$ cat src/rtl/dot_product_sequencer.sv
// rtl/dot_product_sequencer.sv - dual-pair multiply-add dot product job sequencer
//
// Accepts a job of len beats. Each beat contributes a1*b1 + a2*b2, computed
// in a two-stage pipeline (products, then pair sum) and accumulated into a
// 32-bit result. All arithmetic is unsigned and keeps the low 32 bits.
//
// Optional feature macro: DOTSEQ_SATURATE_EN
//   defined   : accumulate clamps to 32'hFFFFFFFF on unsigned overflow
//   undefined : accumulate wraps modulo 2^32
//
// Ports:
//   clk        in   1   rising-edge clock
//   reset      in   1   asynchronous reset, active-high
//   start      in   1   begin job (sampled only in IDLE)
//   len        in   8   job length in beats (sampled with start)
//   in_valid   in   1   beat operands valid
//   in_ready   out  1   beat accepted when in_valid && in_ready (FEED only)
//   a1, a2     in   32  operand A pair
//   b1, b2     in   32  operand B pair
//   res_valid  out  1   result valid, held until res_ready
//   res_ready  in   1   result consumer ready
//   result     out  32  accumulated dot product
//   busy       out  1   high whenever not IDLE

module dot_product_sequencer (
    input  logic        clk,
    input  logic        reset,
    input  logic        start,
    input  logic [7:0]  len,
    input  logic        in_valid,
    output logic        in_ready,
    input  logic [31:0] a1,
    input  logic [31:0] a2,
    input  logic [31:0] b1,
    input  logic [31:0] b2,
    output logic        res_valid,
    input  logic        res_ready,
    output logic [31:0] result,
    output logic        busy
);

    typedef enum logic [1:0] {IDLE, FEED, DRAIN, DONE} state_t;

    state_t      state;
    state_t      state_nx;
    logic [7:0]  cnt;
    logic [31:0] prod1;
    logic [31:0] prod2;
    logic [31:0] sum;
    logic [31:0] acc;
    logic [31:0] acc_nx;
    logic        s1_vld;
    logic        s2_vld;
    logic        accept;
    logic        last_beat;

    assign accept    = (state == FEED) && in_valid;
    // cnt is never zero in FEED, so the final beat is the one seen at cnt == 1
    assign last_beat = accept && (cnt == 8'd1);
    assign result    = acc;

`ifdef DOTSEQ_SATURATE_EN
    logic [32:0] acc_ext;
    assign acc_ext = {1'b0, acc} + {1'b0, sum};
    assign acc_nx  = acc_ext[32] ? 32'hFFFF_FFFF : acc_ext[31:0];
`else
    assign acc_nx  = acc + sum;
`endif

    always_ff @(posedge clk or posedge reset) begin
        if (reset) begin
            state <= IDLE;
        end else begin
            state <= state_nx;
        end
    end

    always_comb begin
        state_nx  = state;
        in_ready  = 1'b0;
        res_valid = 1'b0;
        busy      = 1'b1;
        case (state)
            IDLE: begin
                busy = 1'b0;
                if (start) begin
                    state_nx = (len == 8'd0) ? DONE : FEED;
                end
            end
            FEED: begin
                in_ready = 1'b1;
                if (last_beat) begin
                    state_nx = DRAIN;
                end
            end
            DRAIN: begin
                // Stage 1 is empty and stage 2 holds the final sum: it is
                // accumulated on this edge, so the result is complete after it.
                if (s2_vld && !s1_vld) begin
                    state_nx = DONE;
                end
            end
            DONE: begin
                res_valid = 1'b1;
                if (res_ready) begin
                    state_nx = IDLE;
                end
            end
            default: state_nx = IDLE;
        endcase
    end

    always_ff @(posedge clk or posedge reset) begin
        if (reset) begin
            cnt    <= 8'd0;
            prod1  <= 32'd0;
            prod2  <= 32'd0;
            sum    <= 32'd0;
            acc    <= 32'd0;
            s1_vld <= 1'b0;
            s2_vld <= 1'b0;
        end else begin
            s1_vld <= accept;
            s2_vld <= s1_vld;
            if (accept) begin
                prod1 <= a1 * b1;
                prod2 <= a2 * b2;
                cnt   <= cnt - 8'd1;
            end
            if (s1_vld) begin
                sum <= prod1 + prod2;
            end
            if ((state == IDLE) && start) begin
                acc <= 32'd0;
                cnt <= len;
            end else if (s2_vld) begin
                acc <= acc_nx;
            end
        end
    end

endmodule
$ cat config.mk
export PLATFORM = sky130hd
export DESIGN_NAME = dot_product_sequencer
export DESIGN_NICKNAME = d
export VERILOG_FILES = /design/src/rtl/dot_product_sequencer.sv
export SDC_FILE = /design/constraint.sdc
export NUM_CORES = 2
export LEC_CHECK = 0
export BUFFER_PORTS_ARGS = -buffer_cell sky130_fd_sc_hd__buf_2
export CORE_ASPECT_RATIO = 0.7
export CORE_UTILIZATION = 25
export DETAILED_ROUTE_END_ITERATION = 8
export PLACE_DENSITY = 0.43
export SETUP_SLACK_MARGIN = 0.15
export SYNTH_ARGS = -nofsm -noshare
export SYNTH_HDL_FRONTEND = slang
export SYNTH_SLANG_ARGS = --single-unit
$ cat constraint.sdc
create_clock -name clk -period 5.48 [get_ports clk]
set_clock_uncertainty 0.15 [all_clocks]
set_input_delay 1.37 -clock clk [delete_from_list [all_inputs] [get_ports clk]]
set_output_delay 1.37 -clock clk [all_outputs]
set_load 0.01 [all_outputs]
* Yosys cells after proc, flatten, opt, wreduce, memory -nomap -nowiden
Index checks and enable logic that the tools add are counted.
Storage, ports and cells: register bits 140, input bits 141, output and inout port bits 35, logic and storage cells 44
Operators by class: add/subtract/negate cells 3, multiply operators 2, equality and inequality tests 8, multiplexer cells 13, reduce and logical (&&, ||, !) cells 10
Operators with widths (number):
- $add 32x32->32 | 2
- $mul 32x32->32 | 2
- $mux 32 | 2
- $mux 8 | 2
- $mux 2 | 5
- $eq 8x1->1 const B | 1
- $logic_not 8->1 | 1
- $ne 2x2->1 const B | 4
- $pmux 2 s4 | 1
- $sub 8x1->8 const B | 1
- $eq 2x2->1 const B | 2
- $logic_and 1x1->1 | 4
- $reduce_and 4->1 | 1
- $reduce_bool 2->1 | 2
- $mux 1 | 3
- $eq 2x1->1 const B | 1
- $logic_not 2->1 | 1
- $logic_not 1->1 | 1

* Longest topological paths before layout
depth after elaboration 5, gate-level depth with buffers 28, gate-level depth less buffers 26

* Worst setup path after synthesis
No wires, ideal clock.
path kind input to register, start in b2[3], end reg prod2[28], setup time 0.129 ns, data arrival time 7.994 ns, required time 5.201 ns, slack -2.792 ns, stages 26, path buffers 2, cells stage by stage clkbuf_1 clkbuf_1 and2_1 fa_1 inv_1 fa_1 fa_1 fa_1 inv_1 fa_1 inv_1 fa_1 inv_1 fa_1 fa_1 ha_1 a21oi_1 o21ai_1 a21o_1 a2111oi_2 and3_1 nor3_1 or3b_1 a21oi_1 xor2_1 o21ai_1
On the way: cells in the longest elaborated chain, start to end 1
Ends and longest elaborated chain:
- start, declared | RTL line 35 | input logic [31:0] b2,
- $mul 32x32->32 | RTL line 127 | prod2 <= a2 * b2;
- end signal, assigned | RTL line 127
- end, declared | RTL line 48 | logic [31:0] prod2;
Every way passes these cells. A chain may end at the register's enable or synchronous reset.

* Final worst setup path
start in a2[13], end reg prod2[28]
On the way: cells in the longest elaborated chain, start to end 1
Ends and longest elaborated chain:
- start, declared | RTL line 33 | input logic [31:0] a2,
- $mul 32x32->32 | RTL line 127
Every way passes these cells.

==> out/qor.csv <==
stage;metric;value;unit
run_status;status;finished, violations left;
run_status;violations;setup timing;
cts;cts_tree;done;
timing;timing.setup.tns;-71.42;ns
place;hpwl;116000;µm
global_route;grt_pass1_vias;32000;
synth;synth_top_area_cell;fa_1;
min_path;holdPathEnd;prod2[5]$_DFFE_PP0P_;
timing;fin_crit;7.90;ns
route;wire_per_inst;19.3;µm
timing;slew_violations;0;
cts;cts_root_buf;clkbuf_16;
flow_run;maxCapViolations;0;
timing;fin_ws;-2.42;ns
min_path;hold_class;flop to flop;
critical_path;max_stage_delay;0.57;ns
cells_and_area;regArea;0.00350;mm²
global_route;grt_overflow;0;
global_route;grt_pass1_wl;206000;µm
cts;clk_latency;0.43;ns
route;vias;30400;
synth;synthTopCellsByCount;fa_1 (818), inv_1 (806), and2_1 (636), nand2_1 (544), ha_1 (315);
critical_path;ff2ff_setup_slack;2.10;ns
cts;clkTransAtPathRegs;0.06;ns
floorplan;core_area;0.158;mm²
critical_path;critical-path-top-cell-by-count;fa_1;
cells_and_area;syn_to_final_growth;26.7;%
synth;syn-cell-area;0.0398;mm²
cts;htree_levels;4;
cells_and_area;multi_input_area;0.0342;mm²
synth;syn-num-nets;5621;
route;drt-vias-per-instance;4.33;
global_route;grt_max_degree;92;
cts;cts_num_sinks;140;
synth;synthTopCellsByArea;fa_1 (41%), and2_1 (10%), ha_1 (9.9%), dfrtp_1 (8.8%), inv_1 (7.6%);
cts;hold_buffers;0;
cells_and_area;drive_above_1_share;0.237;
synth;synthCells;4347;
critical_path;r2r-end;result[28]$_DFFE_PP0P_;
min_path;hold_depth;2;
cts;clockBufferDepth;2;
floorplan;row_count;122;
critical_path;path_class;input port to flop;
critical_path;cp.arrival;8.03;ns
critical_path;cp.required;5.61;ns
timing;worst_pin_slew;0.826;ns
place;gp_congestion;0.876;
min_path;hp-start;prod2[5]$_DFFE_PP0P_;
synth;yosys_warnings;0;
synth;synth_edf_count;0;
floorplan;die_w;479;µm
synth;syn_avg_cell_area;9.15;µm²
critical_path;worstSetupStartpointType;input port;
cells_and_area;final_nets;6176;
place;port_buffers;175;
synth;ys_async_sr_fraction;1.00;
synth;yosysMostFrequentCell;fa_1;
critical_path;crit_path_end_kind;flop;
critical_path;crit_buf_inv;4;
timing;finalHoldViolCount;0;
timing;finalSetupViolCount;48;
floorplan;fp.dieH;336;µm
cells_and_area;fin_util;0.319;
global_route;grt_usage;0.170;
synth;ys_dominant_reg_cell;dfrtp_1;
timing;hold_slack;0.339;ns
critical_path;critPathSlowestCell;fa_2;
route;wl;135000;µm
critical_path;critical_path.max_fanout;6;
timing;slew_headroom;0.449;
route;firstDrtPassIters;7;
cts;cts_made_buffers;17;
synth;ys_ff_latch;140;
synth;synth_top_area_frac;0.412;
timing;rsz0062_at_grt;yes;
critical_path;r2r_cells;13;
synth;ys_seq_area_frac;0.0881;
floorplan;start_util;0.252;
floorplan;ios;176;
critical_path;crit_family;adder cells;
route;drcViolationCount;0;
synth;synth_cell_types;77;
global_route;antenna_found_initial;13;
timing;fin_crit_sh;1.44;
timing;max_freq;127;MHz
critical_path;path_cells;buf_6 -> buf_6 -> and2_4 -> fa_1 -> fa_1 -> fa_1 -> inv_2 -> fa_2 -> inv_2 -> fa_1 -> fa_1 -> fa_1 -> fa_1 -> ha_4 -> a21oi_2 -> o21ai_1 -> a21o_1 -> a2111oi_4 -> and3_4 -> nor3_4 -> or3b_1 -> a21oi_2 -> xor2_1 -> o21ai_1;
critical_path;rr_startpoint;sum[0]$_DFFE_PP0P_;
route;drt_iter0_drc;1954;
floorplan;die-area;0.161;mm²
route;antenna_left;0;
cells_and_area;num-fill-cells;16600;
[cells in the final DEF, fill, tap and decap left out, types with 44 or more instances in the layout]
cell type	netlist	routed
a21oi_1	95	70
and2_1	636	592
and2_4	0	44
buf_12	0	48
buf_2	0	130
buf_4	0	456
buf_6	0	81
dfrtp_1	140	140
fa_1	818	730
fa_2	0	88
ha_1	315	261
ha_4	0	53
inv_1	806	765
nand2_1	544	534
nor2_1	79	75
o21ai_0	104	68
xnor2_1	161	148
xor2_1	57	50
[layout make-up]
cell class                 instances  share of cell area
multi-input combinational       3197               0.680
sequential                       140              0.0695
timing repair buffer             739               0.127
antenna                            4            0.000199
inverter                         807              0.0602
clock inverter                    12             0.00241
clock buffer                      19             0.00899
tap                             2108              0.0524
[worst register-to-register path: cells and delay by family (launching register included)]
kind                       cells  cell delay (ns)
adders and majority gates      2             0.42
and+or+nand+nor                2             0.17
DFF                            1             0.45
AOI/OAI and AO/OA              7             1.85
xor gates and xnor gates       1             0.15
buffers and inverters          1             0.07
[timing repair]
item / CTS / global route
resized for setup: 359 / 154
setup endpoints to repair: 51 / 49
buffers inserted: 50 / 16
gates cloned: 2 / 2
pin swaps: 184 / 162
hold endpoints to repair: 0 / 0
[through the flow]
step / area, µm² / worst slack [ns] / cells
6_report: 50400 / -2.42 / 7026
5_1_grt: 50400 / -2.65 / 7022
4_1_cts: 49500 / -2.32 / 7004
3_5_place_dp: 47100 / -2.94 / 6921
3_3_place_gp: 47100 / -2.93 / 6921
2_1_floorplan: 40400 / -2.48 / 4347
[how the worst max path moves through the flow]
stage / from / endpoint / slack [ns] / depth (start not counted)
finish: a2[13] / prod2[28]$_DFFE_PP0P_ / -2.42 / 24
global route: a2[13] / prod2[31]$_DFFE_PP0P_ / -2.65 / 26
CTS: a2[13] / prod2[28]$_DFFE_PP0P_ / -2.32 / 24
detailed placement: b2[5] / prod2[28]$_DFFE_PP0P_ / -2.94 / 25
global placement: b2[5] / prod2[28]$_DFFE_PP0P_ / -2.93 / 25
floorplan: b2[3] / prod2[30]$_DFFE_PP0P_ / -2.48 / 25
[sequential cells by signal, summed over array words and instances (netlist names)]
signal and cells:
state 2, result 32, s1_vld 1, prod1 32, s2_vld 1, cnt 8
sum 32, prod2 32
[logic make-up (layout without fill, tap and decap cells)]
logic type / Yosys count / after routing / synth area share
adder cells (fa/ha/maj): 1133 / 1133 / 0.511
flip-flops: 140 / 140 / 0.0881
XOR/XNOR: 218 / 218 / 0.0480
AND/OR/NAND/NOR: 1408 / 1408 / 0.182
multiplexers: 45 / 45 / 0.0122
buffers and inverters: 1010 / 1577 / 0.0953
other: 0 / 4 / 0
AO/OA/AOI/OAI: 393 / 393 / 0.0640
[per-layer routing]
layer,vias to the layer above,track usage,wire [µm]
li1,14300,-,-
met1,15400,0.287,75400
met2,683,0.224,51000
met3,42,0.0272,7970
met4,0,0.0147,1070
met5,-,0,0
Power is left out: the tool's default activity adds up to more than one toggle a clock period on the data nets, which glitch-free logic cannot reach.
